## config.mk

```make
export PLATFORM = sky130hd
export DESIGN_NAME = snake_frame_gen_flat
export DESIGN_NICKNAME = d
export VERILOG_FILES = /design/src/rtl/snake_frame_gen_if.sv /design/src/rtl/snake_frame_gen.sv /design/src/flat_wrapper.sv
export SDC_FILE = /design/constraint.sdc
export NUM_CORES = 1
export LEC_CHECK = 0
export CORE_MARGIN = 5
export CORE_UTILIZATION = 45
export CTS_BUF_LIST = sky130_fd_sc_hd__clkbuf_2
export DETAILED_ROUTE_END_ITERATION = 8
export GPL_TIMING_DRIVEN = 0
export PLACE_DENSITY = 0.62
export SETUP_SLACK_MARGIN = 0.5
export SYNTH_ARGS = -nofsm -noshare
export SYNTH_HDL_FRONTEND = slang
export SYNTH_SLANG_ARGS = --single-unit
```

## constraint.sdc

```tcl
create_clock -name sys_clk -period 4.74 [get_ports sys_clk]
set_input_delay 0.948 -clock sys_clk [delete_from_list [all_inputs] [get_ports sys_clk]]
set_output_delay 0.948 -clock sys_clk [all_outputs]
set_load 0.03 [all_outputs]
```

## src/rtl/snake_frame_gen_if.sv

```systemverilog
// ---------------------------------------------------------------------------
// snake_frame_gen_if
//
// Pixel read bus between an addressable-LED driver and the snake frame
// generator. The driver announces each new frame, then walks every pixel
// and every colour bit, and the generator returns that single colour bit.
//
//    frame_start  driver -> gen   one-cycle pulse at the start of each frame
//    cnt_pixel    driver -> gen   pixel index being shifted, 0..NPIX-1
//    cnt_bit      driver -> gen   colour bit index being shifted, 0..23
//    pix_bit      gen -> driver   colour bit for (cnt_pixel, cnt_bit)
//
// The returned bit is called pix_bit because "bit" is a reserved word.
// ---------------------------------------------------------------------------
interface snake_frame_gen_if #(
   parameter int IDX_W = 6
) ();

   logic             frame_start;
   logic [IDX_W-1:0] cnt_pixel;
   logic [4:0]       cnt_bit;
   logic             pix_bit;

   // LED driver side
   modport master (
      output frame_start,
      output cnt_pixel,
      output cnt_bit,
      input  pix_bit
   );

   // Frame generator side
   modport slave (
      input  frame_start,
      input  cnt_pixel,
      input  cnt_bit,
      output pix_bit
   );

endinterface

```

## src/rtl/snake_frame_gen.sv

```systemverilog
// ---------------------------------------------------------------------------
// snake_frame_gen
//
// Snake game engine plus frame source for a GRID_W x GRID_H LED matrix.
// The live game state (segment list, length, direction) advances on step
// pulses. At every frame_start a snapshot of that state is taken, and the
// colour bits served to the LED driver come only from the snapshot, so a
// frame is never torn by a move that lands in the middle of it.
//
// Ports
//    sys_clk    rising-edge clock
//    sys_rst_n  asynchronous active-low reset
//    start      one-cycle pulse, begins or restarts a game
//    step       one-cycle pulse, advances the snake one cell
//    ges_data   one-hot direction: 0001 up, 0010 down, 0100 left, 1000 right
//    grow       sampled with step, adds one segment
//    food_idx   food pixel index
//    food_vld   food pixel is valid
//    disp       pixel read bus (frame_start, cnt_pixel, cnt_bit, pix_bit)
//    snake_len  current segment count (live state)
//    head_idx   current head pixel (live state)
//    game_over  high while the game is in OVER
// ---------------------------------------------------------------------------
module snake_frame_gen #(
   parameter int          GRID_W   = 8,
   parameter int          GRID_H   = 8,
   parameter int          MAX_LEN  = 8,
   parameter int          INIT_IDX = 27,
   parameter logic [23:0] HEAD_RGB = 24'h110000,
   parameter logic [23:0] BODY_RGB = 24'h001100,
   parameter logic [23:0] FOOD_RGB = 24'h000011,
   localparam int         NPIX     = GRID_W * GRID_H,
   localparam int         IDX_W    = $clog2(NPIX),
   localparam int         LEN_W    = $clog2(MAX_LEN + 1)
) (
   input  logic               sys_clk,
   input  logic               sys_rst_n,
   input  logic               start,
   input  logic               step,
   input  logic [3:0]         ges_data,
   input  logic               grow,
   input  logic [IDX_W-1:0]   food_idx,
   input  logic               food_vld,
   snake_frame_gen_if.slave   disp,
   output logic [LEN_W-1:0]   snake_len,
   output logic [IDX_W-1:0]   head_idx,
   output logic               game_over
);

   typedef enum logic [1:0] {
      ST_IDLE,
      ST_RUN,
      ST_OVER
   } state_t;

   // Encoding chosen so that the opposite direction is the code with bit 0
   // flipped, which makes the reversal test a single XOR.
   typedef enum logic [1:0] {
      DIR_UP    = 2'd0,
      DIR_DOWN  = 2'd1,
      DIR_LEFT  = 2'd2,
      DIR_RIGHT = 2'd3
   } dir_t;

   state_t           state;
   dir_t             dir;
   logic [IDX_W-1:0] seg [MAX_LEN];
   logic [LEN_W-1:0] len;

   logic [IDX_W-1:0] disp_seg [MAX_LEN];
   logic [LEN_W-1:0] disp_len;
   logic [IDX_W-1:0] disp_food;
   logic             disp_food_vld;

   logic             ges_ok;
   dir_t             ges_dir;
   logic [IDX_W-1:0] new_head;
   logic             hit;
   logic             pix_bit_c;

   // Decode the gesture into a direction. Anything that is not exactly one
   // hot is ignored, and once the snake has a body a straight reversal is
   // refused because it would drive the head into the first body segment.
   always_comb begin
      ges_ok  = 1'b1;
      ges_dir = dir;
      case (ges_data)
         4'b0001: ges_dir = DIR_UP;
         4'b0010: ges_dir = DIR_DOWN;
         4'b0100: ges_dir = DIR_LEFT;
         4'b1000: ges_dir = DIR_RIGHT;
         default: ges_ok  = 1'b0;
      endcase
      if (ges_ok && (len > LEN_W'(1)) && (ges_dir == dir_t'(dir ^ 2'b01)))
         ges_ok = 1'b0;
   end

   // Candidate head for the next step: split the head index into row and
   // column, move one cell with wrap-around on both axes, then recombine.
   always_comb begin
      int row;
      int col;
      row = int'(seg[0]) / GRID_W;
      col = int'(seg[0]) % GRID_W;
      case (dir)
         DIR_UP:    row = (row == 0) ? GRID_H - 1 : row - 1;
         DIR_DOWN:  row = (row == GRID_H - 1) ? 0 : row + 1;
         DIR_LEFT:  col = (col == 0) ? GRID_W - 1 : col - 1;
         default:   col = (col == GRID_W - 1) ? 0 : col + 1;
      endcase
      new_head = IDX_W'(row * GRID_W + col);
   end

   // Self-collision test against the occupied segments. The tail cell is
   // vacated by the same move unless the snake grows, so it only counts
   // as an obstacle when grow is set.
   always_comb begin
      hit = 1'b0;
      for (int k = 0; k < MAX_LEN; k++) begin
         if ((k < int'(len)) && ((k != int'(len) - 1) || grow) && (seg[k] == new_head))
            hit = 1'b1;
      end
   end

   // Game FSM and live snake state. start has priority over everything
   // else in the same cycle, including a coincident step. On a collision
   // the snake is frozen exactly as it was before the fatal move.
   always_ff @(posedge sys_clk or negedge sys_rst_n) begin
      if (!sys_rst_n) begin
         state     <= ST_IDLE;
         dir       <= DIR_RIGHT;
         len       <= LEN_W'(1);
         game_over <= 1'b0;
         for (int k = 0; k < MAX_LEN; k++)
            seg[k] <= (k == 0) ? IDX_W'(INIT_IDX) : '0;
      end else if (start) begin
         state     <= ST_RUN;
         dir       <= DIR_RIGHT;
         len       <= LEN_W'(1);
         game_over <= 1'b0;
         for (int k = 0; k < MAX_LEN; k++)
            seg[k] <= (k == 0) ? IDX_W'(INIT_IDX) : '0;
      end else begin
         if (ges_ok)
            dir <= ges_dir;
         if ((state == ST_RUN) && step) begin
            if (hit) begin
               state     <= ST_OVER;
               game_over <= 1'b1;
            end else begin
               for (int k = MAX_LEN - 1; k > 0; k--)
                  seg[k] <= seg[k-1];
               seg[0] <= new_head;
               if (grow && (int'(len) < MAX_LEN))
                  len <= len + LEN_W'(1);
            end
         end
      end
   end

   // Frame snapshot. Reset clears the length and food flag so the matrix
   // goes dark immediately, even in the middle of a frame.
   always_ff @(posedge sys_clk or negedge sys_rst_n) begin
      if (!sys_rst_n) begin
         disp_len      <= '0;
         disp_food     <= '0;
         disp_food_vld <= 1'b0;
         for (int k = 0; k < MAX_LEN; k++)
            disp_seg[k] <= '0;
      end else if (disp.frame_start) begin
         disp_len      <= len;
         disp_food     <= food_idx;
         disp_food_vld <= food_vld;
         for (int k = 0; k < MAX_LEN; k++)
            disp_seg[k] <= seg[k];
      end
   end

   // Colour lookup for the pixel the driver is shifting, taken only from
   // the snapshot. Head beats body beats food beats black; colour words go
   // out MSB first, and any out-of-range pixel or bit reads as 0.
   always_comb begin
      logic        is_head;
      logic        is_body;
      logic        is_food;
      logic [23:0] colour;
      is_head = (disp_len != '0) && (disp_seg[0] == disp.cnt_pixel);
      is_body = 1'b0;
      for (int k = 1; k < MAX_LEN; k++) begin
         if ((k < int'(disp_len)) && (disp_seg[k] == disp.cnt_pixel))
            is_body = 1'b1;
      end
      is_food = disp_food_vld && (disp_food == disp.cnt_pixel);
      if (is_head)
         colour = HEAD_RGB;
      else if (is_body)
         colour = BODY_RGB;
      else if (is_food)
         colour = FOOD_RGB;
      else
         colour = 24'h000000;
      pix_bit_c = 1'b0;
      if ((int'(disp.cnt_bit) <= 23) && (int'(disp.cnt_pixel) < NPIX))
         pix_bit_c = colour[5'd23 - disp.cnt_bit];
   end

   assign disp.pix_bit = pix_bit_c;
   assign snake_len    = len;
   assign head_idx     = seg[0];

endmodule

```

## src/flat_wrapper.sv

```systemverilog
// flat-port wrapper written by rule: the top's interface ports become plain ports
module snake_frame_gen_flat 
#(
   parameter int          GRID_W   = 8,
   parameter int          GRID_H   = 8,
   parameter int          MAX_LEN  = 8,
   parameter int          INIT_IDX = 27,
   parameter logic [23:0] HEAD_RGB = 24'h110000,
   parameter logic [23:0] BODY_RGB = 24'h001100,
   parameter logic [23:0] FOOD_RGB = 24'h000011,
   localparam int         NPIX     = GRID_W * GRID_H,
   localparam int         IDX_W    = $clog2(NPIX),
   localparam int         LEN_W    = $clog2(MAX_LEN + 1)
)
  (sys_clk, sys_rst_n, start, step, ges_data, grow, food_idx, food_vld, snake_len, head_idx, game_over, disp_frame_start, disp_cnt_pixel, disp_cnt_bit, disp_pix_bit);
  snake_frame_gen_if disp_i ();
  input  logic sys_clk;
  input  logic sys_rst_n;
  input  logic start;
  input  logic step;
  input  logic [3:0] ges_data;
  input  logic grow;
  input  logic [IDX_W-1:0] food_idx;
  input  logic food_vld;
  output logic [LEN_W-1:0] snake_len;
  output logic [IDX_W-1:0] head_idx;
  output logic game_over;
  input wire logic [$bits(disp_i.frame_start)-1:0] disp_frame_start;
  input wire logic [$bits(disp_i.cnt_pixel)-1:0] disp_cnt_pixel;
  input wire logic [$bits(disp_i.cnt_bit)-1:0] disp_cnt_bit;
  output wire logic [$bits(disp_i.pix_bit)-1:0] disp_pix_bit;
  assign disp_i.frame_start = disp_frame_start;
  assign disp_i.cnt_pixel = disp_cnt_pixel;
  assign disp_i.cnt_bit = disp_cnt_bit;
  assign disp_pix_bit = disp_i.pix_bit;
  snake_frame_gen #(.GRID_W(GRID_W), .GRID_H(GRID_H), .MAX_LEN(MAX_LEN), .INIT_IDX(INIT_IDX), .HEAD_RGB(HEAD_RGB), .BODY_RGB(BODY_RGB), .FOOD_RGB(FOOD_RGB)) u_core (.sys_clk(sys_clk), .sys_rst_n(sys_rst_n), .start(start), .step(step), .ges_data(ges_data), .grow(grow), .food_idx(food_idx), .food_vld(food_vld), .disp(disp_i), .snake_len(snake_len), .head_idx(head_idx), .game_over(game_over));
endmodule
```

After elaboration in Yosys (flattened, before gate mapping). Index checks and enable logic that the tools add are counted.

Add/sub/neg operators: 8. $mul: 0. Div/mod/pow operators: 0. Order comparisons: 19. Equal/unequal tests: 35. Shift-type cells: 0. Mux-type cells: 45. Bitwise operators: 1. Reductions and logical operators: 51.

Operators by type and width (count): $mux W48 (3); $ne A4 B32 Y1 const A (4); $eq A6 B6 Y1 (17); $logic_not A32 Y1 (2); $ne A3 B32 Y1 const A (2); $mux W24 (2); $lt A3 B4 Y1 const A (8); $ne A2 B32 Y1 const A (1); $reduce_bool A32 Y1 (1); $logic_and A1 B1 Y1 (29); $mux W1 (22); $mux W4 (5); $lt A2 B4 Y1 const A (4); $lt A1 B4 Y1 const A (3); $pmux W6 S2 (1); $mux W2 (5); $logic_or A1 B1 Y1 (8); $pmux W2 S4 (1); $reduce_bool A2 Y1 (4); $add A6 B6 Y6 (1); $eq A3 B1 Y1 const B (2); $lt A5 B6 Y1 const B (1); $mux W3 (2); $mux W6 (1); other kinds (28) (30).

Register bits: 116. Latch bits: 0. RAM bits: 0. ROM bits: 0. Output and inout bits: 12. Word-level logic and storage cells: 182. Memories: 0.

Longest topological paths before layout.
Word-level depth: 17. Depth in mapped cells: 21. Gate-level depth less buffers: 18.

Least setup slack after synthesis. No wires, ideal clock.

Path type: input-to-output. Start: input port disp_cnt_pixel[5]. End: output port disp_pix_bit. Data arrival time: 3.401 ns. Path slack: 0.391 ns. Stages on the path: 10. Path buffers: 1. Path through: clkbuf_1 xor2_1 nor4_1 nand3_1 o31ai_1 o32ai_1 a32oi_1 mux2i_1 or3_1 a221oi_1.

Longest elaborated chain between the ends: 14. Elaborated cells between the ends (all ways): 31. Classes of those cells: eq/ne (9); mux (13); reduce/logical (9).

Ends and longest elaborated chain: from (decl) (line flat_wrapper.sv:29) `input wire logic [$bits(disp_i.cnt_pixel)-1:0] disp_cnt_pixel;`; $eq A6 B6 Y1 (line snake_frame_gen.sv:190) `if ((k < int'(disp_len)) && (disp_seg[k] == disp.cnt_pixel))`; $logic_and A1 B1 Y1 (line snake_frame_gen.sv:190); $mux W1 (7 in series) (line snake_frame_gen.sv:190); $mux W24 (line snake_frame_gen.sv:196) `else if (is_body)`; $mux W24 (*) (line snake_frame_gen.sv:194) `if (is_head)`; $bmux W1 S5 (*) (line snake_frame_gen.sv:204) `pix_bit_c = colour[5'd23 - disp.cnt_bit];`; $mux W1 (implied by the code) (*) (line snake_frame_gen.sv:204); $mux W1 (*) (line snake_frame_gen.sv:203) `if ((int'(disp.cnt_bit) <= 23) && (int'(disp.cnt_pixel) < NPIX))`; to (decl) (line flat_wrapper.sv:31) `output wire logic [$bits(disp_i.pix_bit)-1:0] disp_pix_bit;`.

Every way passes the cells marked *; elsewhere a longest branch is shown, timed or not. The select of a mux whose other input is x is not followed.

Worst setup path after layout.
Start: register u_core.seg, in the netlist u_core.head_idx[1]. End: register u_core.len[2], in the netlist u_core.snake_len[2].

Longest elaborated chain between the ends: 16. Elaborated cells between the ends (all ways): 34. Classes of those cells: add/sub (3); eq/ne (10); mux (11); reduce/logical (10).

Ends and longest elaborated chain: from (decl) (line snake_frame_gen.sv:67) `logic [IDX_W-1:0] seg [MAX_LEN];`; from (signal, indexed assignment) (line snake_frame_gen.sv:135) `seg[k] <= (k == 0) ? IDX_W'(INIT_IDX) : '0;`; from (signal, indexed assignment) (line snake_frame_gen.sv:142) `seg[k] <= (k == 0) ? IDX_W'(INIT_IDX) : '0;`; from (signal, indexed assignment) (line snake_frame_gen.sv:152) `seg[k] <= seg[k-1];`; $add A3 B1 Y4, or another cell as far along (line snake_frame_gen.sv:109) `default: col = (col == GRID_W - 1) ? 0 : col + 1;`; $mux W4 or $mux W6 (tied branches) (line snake_frame_gen.sv:109, snake_frame_gen.sv:108); $pmux W6 S2 (line snake_frame_gen.sv:105) `case (dir)`; $add A6 B6 Y6 (line snake_frame_gen.sv:111) `new_head = IDX_W'(row * GRID_W + col);`; $eq A6 B6 Y1 (line snake_frame_gen.sv:120) `if ((k < int'(len)) && ((k != int'(len) - 1) || grow) && (seg[k] == new_head))`; $logic_and A1 B1 Y1 (line snake_frame_gen.sv:120); $mux W1 (7 in series) (line snake_frame_gen.sv:120); $mux W1 (*) (line snake_frame_gen.sv:120); $ne A2 B2 Y1 (no line) (*); $reduce_and A3 Y1 (no line) (*); to (signal assigned) (line snake_frame_gen.sv:155) `len <= len + LEN_W'(1);`; to (decl) (line snake_frame_gen.sv:68) `logic [LEN_W-1:0] len;`.

Every way passes the cells marked *; elsewhere a longest branch is shown, timed or not. A chain may end at the register's enable or synchronous reset.

==> results_dict.tcl <==
set metrics [dict create \
    p_total_uw 3893 \
    area_growth_pct 22.96 \
    yosysWarnings 0 \
    antenna_found_initial 0 \
    hold_class "primary input to asynchronous set/reset pin" \
    stdcell_count 928 \
    crit_path_cell_trace "buf_8, buf_12, nand4_1, o31ai_4, ha_2, inv_2, fa_2, buf_8, xor2_1, nand2_1, a221oi_2, o311ai_2, a2111oi_2, a32oi_1, nand4_2, buf_12, or4_4, mux2_4" \
    reg2reg_from "u_core.head_idx[1]" \
    fin_area_um2 8423 \
    grt_use_met2 0.3747 \
    die_w_um 133.4 \
    die_area_um2 17790 \
    cts_buffer_depth 2 \
    cp_max_fo 6 \
    reg2reg_to "u_core.snake_len[2]" \
    globalplace.congestion 0.8592 \
    synthMuxAreaShare 0.1735 \
    dpl_cell_area_um2 7431 \
    synth_cell_type_count 66 \
    synthFlopType "dfrtp_1" \
    n_antenna_cell 0 \
    io_buffers 31 \
    cts_buffers 17 \
    r2r_slack_ns 0.53 \
    worst_slack_ns 0.5263 \
    firstDrtPassIters 6 \
    wl_per_cell_um 21.12 \
    critical_path.max_stage_delay_ns 0.61 \
    maxCapViolCount 0 \
    synth_simple_gate_area_frac 0.1167 \
    htreeDepth 4 \
    synthesis.nets 678 \
    syn_area_um2 6850 \
    grt_remaining_overflow 0 \
    initial_utilization 0.4540 \
    drv_slew 0 \
    cts_tree "done" \
    worstRegToRegCells 18 \
    num_rows 45 \
    vdd_ir_drop_max_mv 0.1914 \
    hold_viol_final 0 \
    period_share 0.8890 \
    synth_compound_area_frac 0.07507 \
    drt_iter0_drc 451 \
    core_area_um2 15090 \
    slowest_stage "dfstp_2" \
    setup-violations-final 0 \
    critPathKind "register to register" \
    async_flop_share 1.000 \
    ctsRootBufferMaster "clkbuf_2" \
    p_leak_uw 0.003659 \
    worst_ep_required_time_ns 5.33 \
    drive_gt1_frac 0.2959 \
    grtUsageMet3 0.05098 \
    worstMarginPinSlew_ns 0.7667 \
    seq_area_frac_synth 0.4214 \
    endpoint_kind "register" \
    fmax_mhz 237.3 \
    critPathLaunchType "register" \
    grt-busiest-layer "met2" \
    synth_top_family_by_area "multiplexers" \
    ys_seq_elements 115 \
    clock_latency_ns 0.70 \
    grt_pass1_wl_um 30360 \
    grt_pass1_vias 5311 \
    clk_pin_slew_ns 0.18 \
    clkSinkCount 115 \
    power.density_nw_per_um2 462.1 \
    cp.arrival_ns 4.80 \
    hpwl_um 13750 \
    ant_nets 0 \
    grtUsageMet1 0.2938 \
    dp.cells 852 \
    die_h_um 133.4 \
    grt_max_degree 77 \
    rsz0062_at_grt "true" \
    period_minus_slack_ns 4.214 \
    synthAdderAreaFrac 0.03397 \
    pre_cts_ws_ns -0.4409 \
    nNetsFinal 773 \
    vias 5262 \
    syn_area_per_cell_um2 10.84 \
    status "completed" \
    max_slew_margin 0.4889 \
    routed_wl_um 19600 \
    synthCells 632 \
    synthXorXnorAreaFrac 0.1381 \
    synth_edf_count 0 \
    viasPerCell 5.670 \
    grt_usage 0.2243 \
    drc 0 \
    finalClockSkew_ns 0.03428 \
    ios 40 \
    fin_util 0.5582 \
]
-- kinds of logic (layout without fill, tap and decap cells) --
kind of cell | count (synthesis) | after routing
multiplexers | 110 | 110
AND/OR/NAND/NOR | 163 | 163
adder cells (fa/ha/maj) | 18 | 18
XOR/XNOR | 102 | 102
buffers and inverters | 59 | 167
AO/OA/AOI/OAI | 65 | 65
flip-flops | 115 | 115
-- per-stage QoR --
step           hold WS [ns]  TNS (ns)
2_1_floorplan        0.4722         0
3_3_place_gp         0.4870   -186.74
3_5_place_dp         0.4973    -11.30
4_1_cts              0.1102         0
5_1_grt             0.07591         0
6_report             0.1345         0
-- state kept, by name, summed over array words and instances (netlist names) --
register              flops
u_core.disp_len           4
u_core.state              2
u_core.seg               42
u_core.disp_seg          48
u_core.disp_food_vld      1
u_core.dir                2
u_core.snake_len          4
u_core.head_idx           6
u_core.disp_food          6
-- cells in the mapped netlist (10+ instances only) --
cell      number  share of area
a21oi_1       10         0.0073
ha_1          17          0.031
xor2_1        37          0.047
inv_1         16         0.0088
nand4_1       11          0.010
mux2i_1       49          0.072
mux2_2        59          0.097
nand3_1       10         0.0073
nor2_1        18         0.0099
dfrtp_1      108           0.39
xnor2_1       61          0.078
nand2_1       77          0.042
o21ai_0       14          0.010
nor3_1        16          0.012
clkbuf_1      20          0.011
-- power breakdown --
part / internal, uW / leakage (uW) / switching (uW)
clock network: 288 / 0.000140 / 394
logic: 939 / 0.00199 / 995
registers: 1120 / 0.00153 / 158
total: 2350 / 0.00366 / 1550
-- timing repair --
action / CTS / global route
setup endpoints to repair: 55 / 55
gates cloned: 1 / 1
hold buffers: 0 / 0
hold endpoints to repair: 0 / 0
pin swaps: 11 / 22
gates resized for setup: 59 / 37
buffers inserted: 23 / 19
-- routing by layer --
metal,up-vias,share of wire,wire [um]
met1,2671,0.44,8632
li1,2405,-,-
met3,36,0.049,957
met5,-,0,0
met4,0,0.020,395
met2,150,0.49,9616
-- placed cells by master (no fill, tap or decap), types with 6 or more instances in the layout --
master,count
inv_1,12
clkbuf_1,12
nor2_1,17
mux2i_1,48
ha_1,10
clkbuf_4,6
mux2_2,59
nand2_1,76
xnor2_1,58
clkdlybuf4s50_1,29
nand4_1,11
nor3_1,14
dfstp_2,7
nand3_1,10
xor2_1,37
clkbuf_2,17
o21ai_0,11
buf_4,47
a21oi_1,10
dfrtp_1,108
-- critical path, delay by kind of cell, from the launching register on --
| family | cells | cell delay, ns |
|---|---|---|
| AO/OA/AOI/OAI | 5 | 0.73 |
| XOR/XNOR | 1 | 0.16 |
| adder cells (fa/ha/maj) | 2 | 0.67 |
| buffers and inverters | 5 | 0.63 |
| flip-flops | 1 | 0.61 |
| multiplexers | 1 | 0.30 |
| AND/OR/NAND/NOR | 4 | 1.01 |
-- worst max path at each step --
| stage | from | end | slack (ns) | cells after the start |
|---|---|---|---|---|
| after CTS | u_core.head_idx[1] | u_core.snake_len[2] | 0.50 | 20 |
| final | u_core.head_idx[1] | u_core.snake_len[2] | 0.53 | 18 |
| after global routing | u_core.head_idx[1] | u_core.seg[35] | 0.38 | 20 |
| after global placement | sys_rst_n | u_core.disp_seg[46] | -1.69 | 1 |
| after floorplan | disp_cnt_pixel[5] | disp_pix_bit | 0.67 | 10 |
| after detailed placement | disp_cnt_pixel[3] | disp_pix_bit | -0.44 | 10 |
-- cell type report --
class / count / area [um^2]
well taps: 188 / 235.2
clock inverters: 15 / 163.9
flip-flops and latches: 115 / 2887
clock buffers: 17 / 85.08
repair buffers: 76 / 763.2
inverters: 18 / 70.07
multi-input cells: 458 / 3904
fillers: 1255 / 6666
plain buffers: 41 / 315.3
Power figures use the tool's default switching activity.
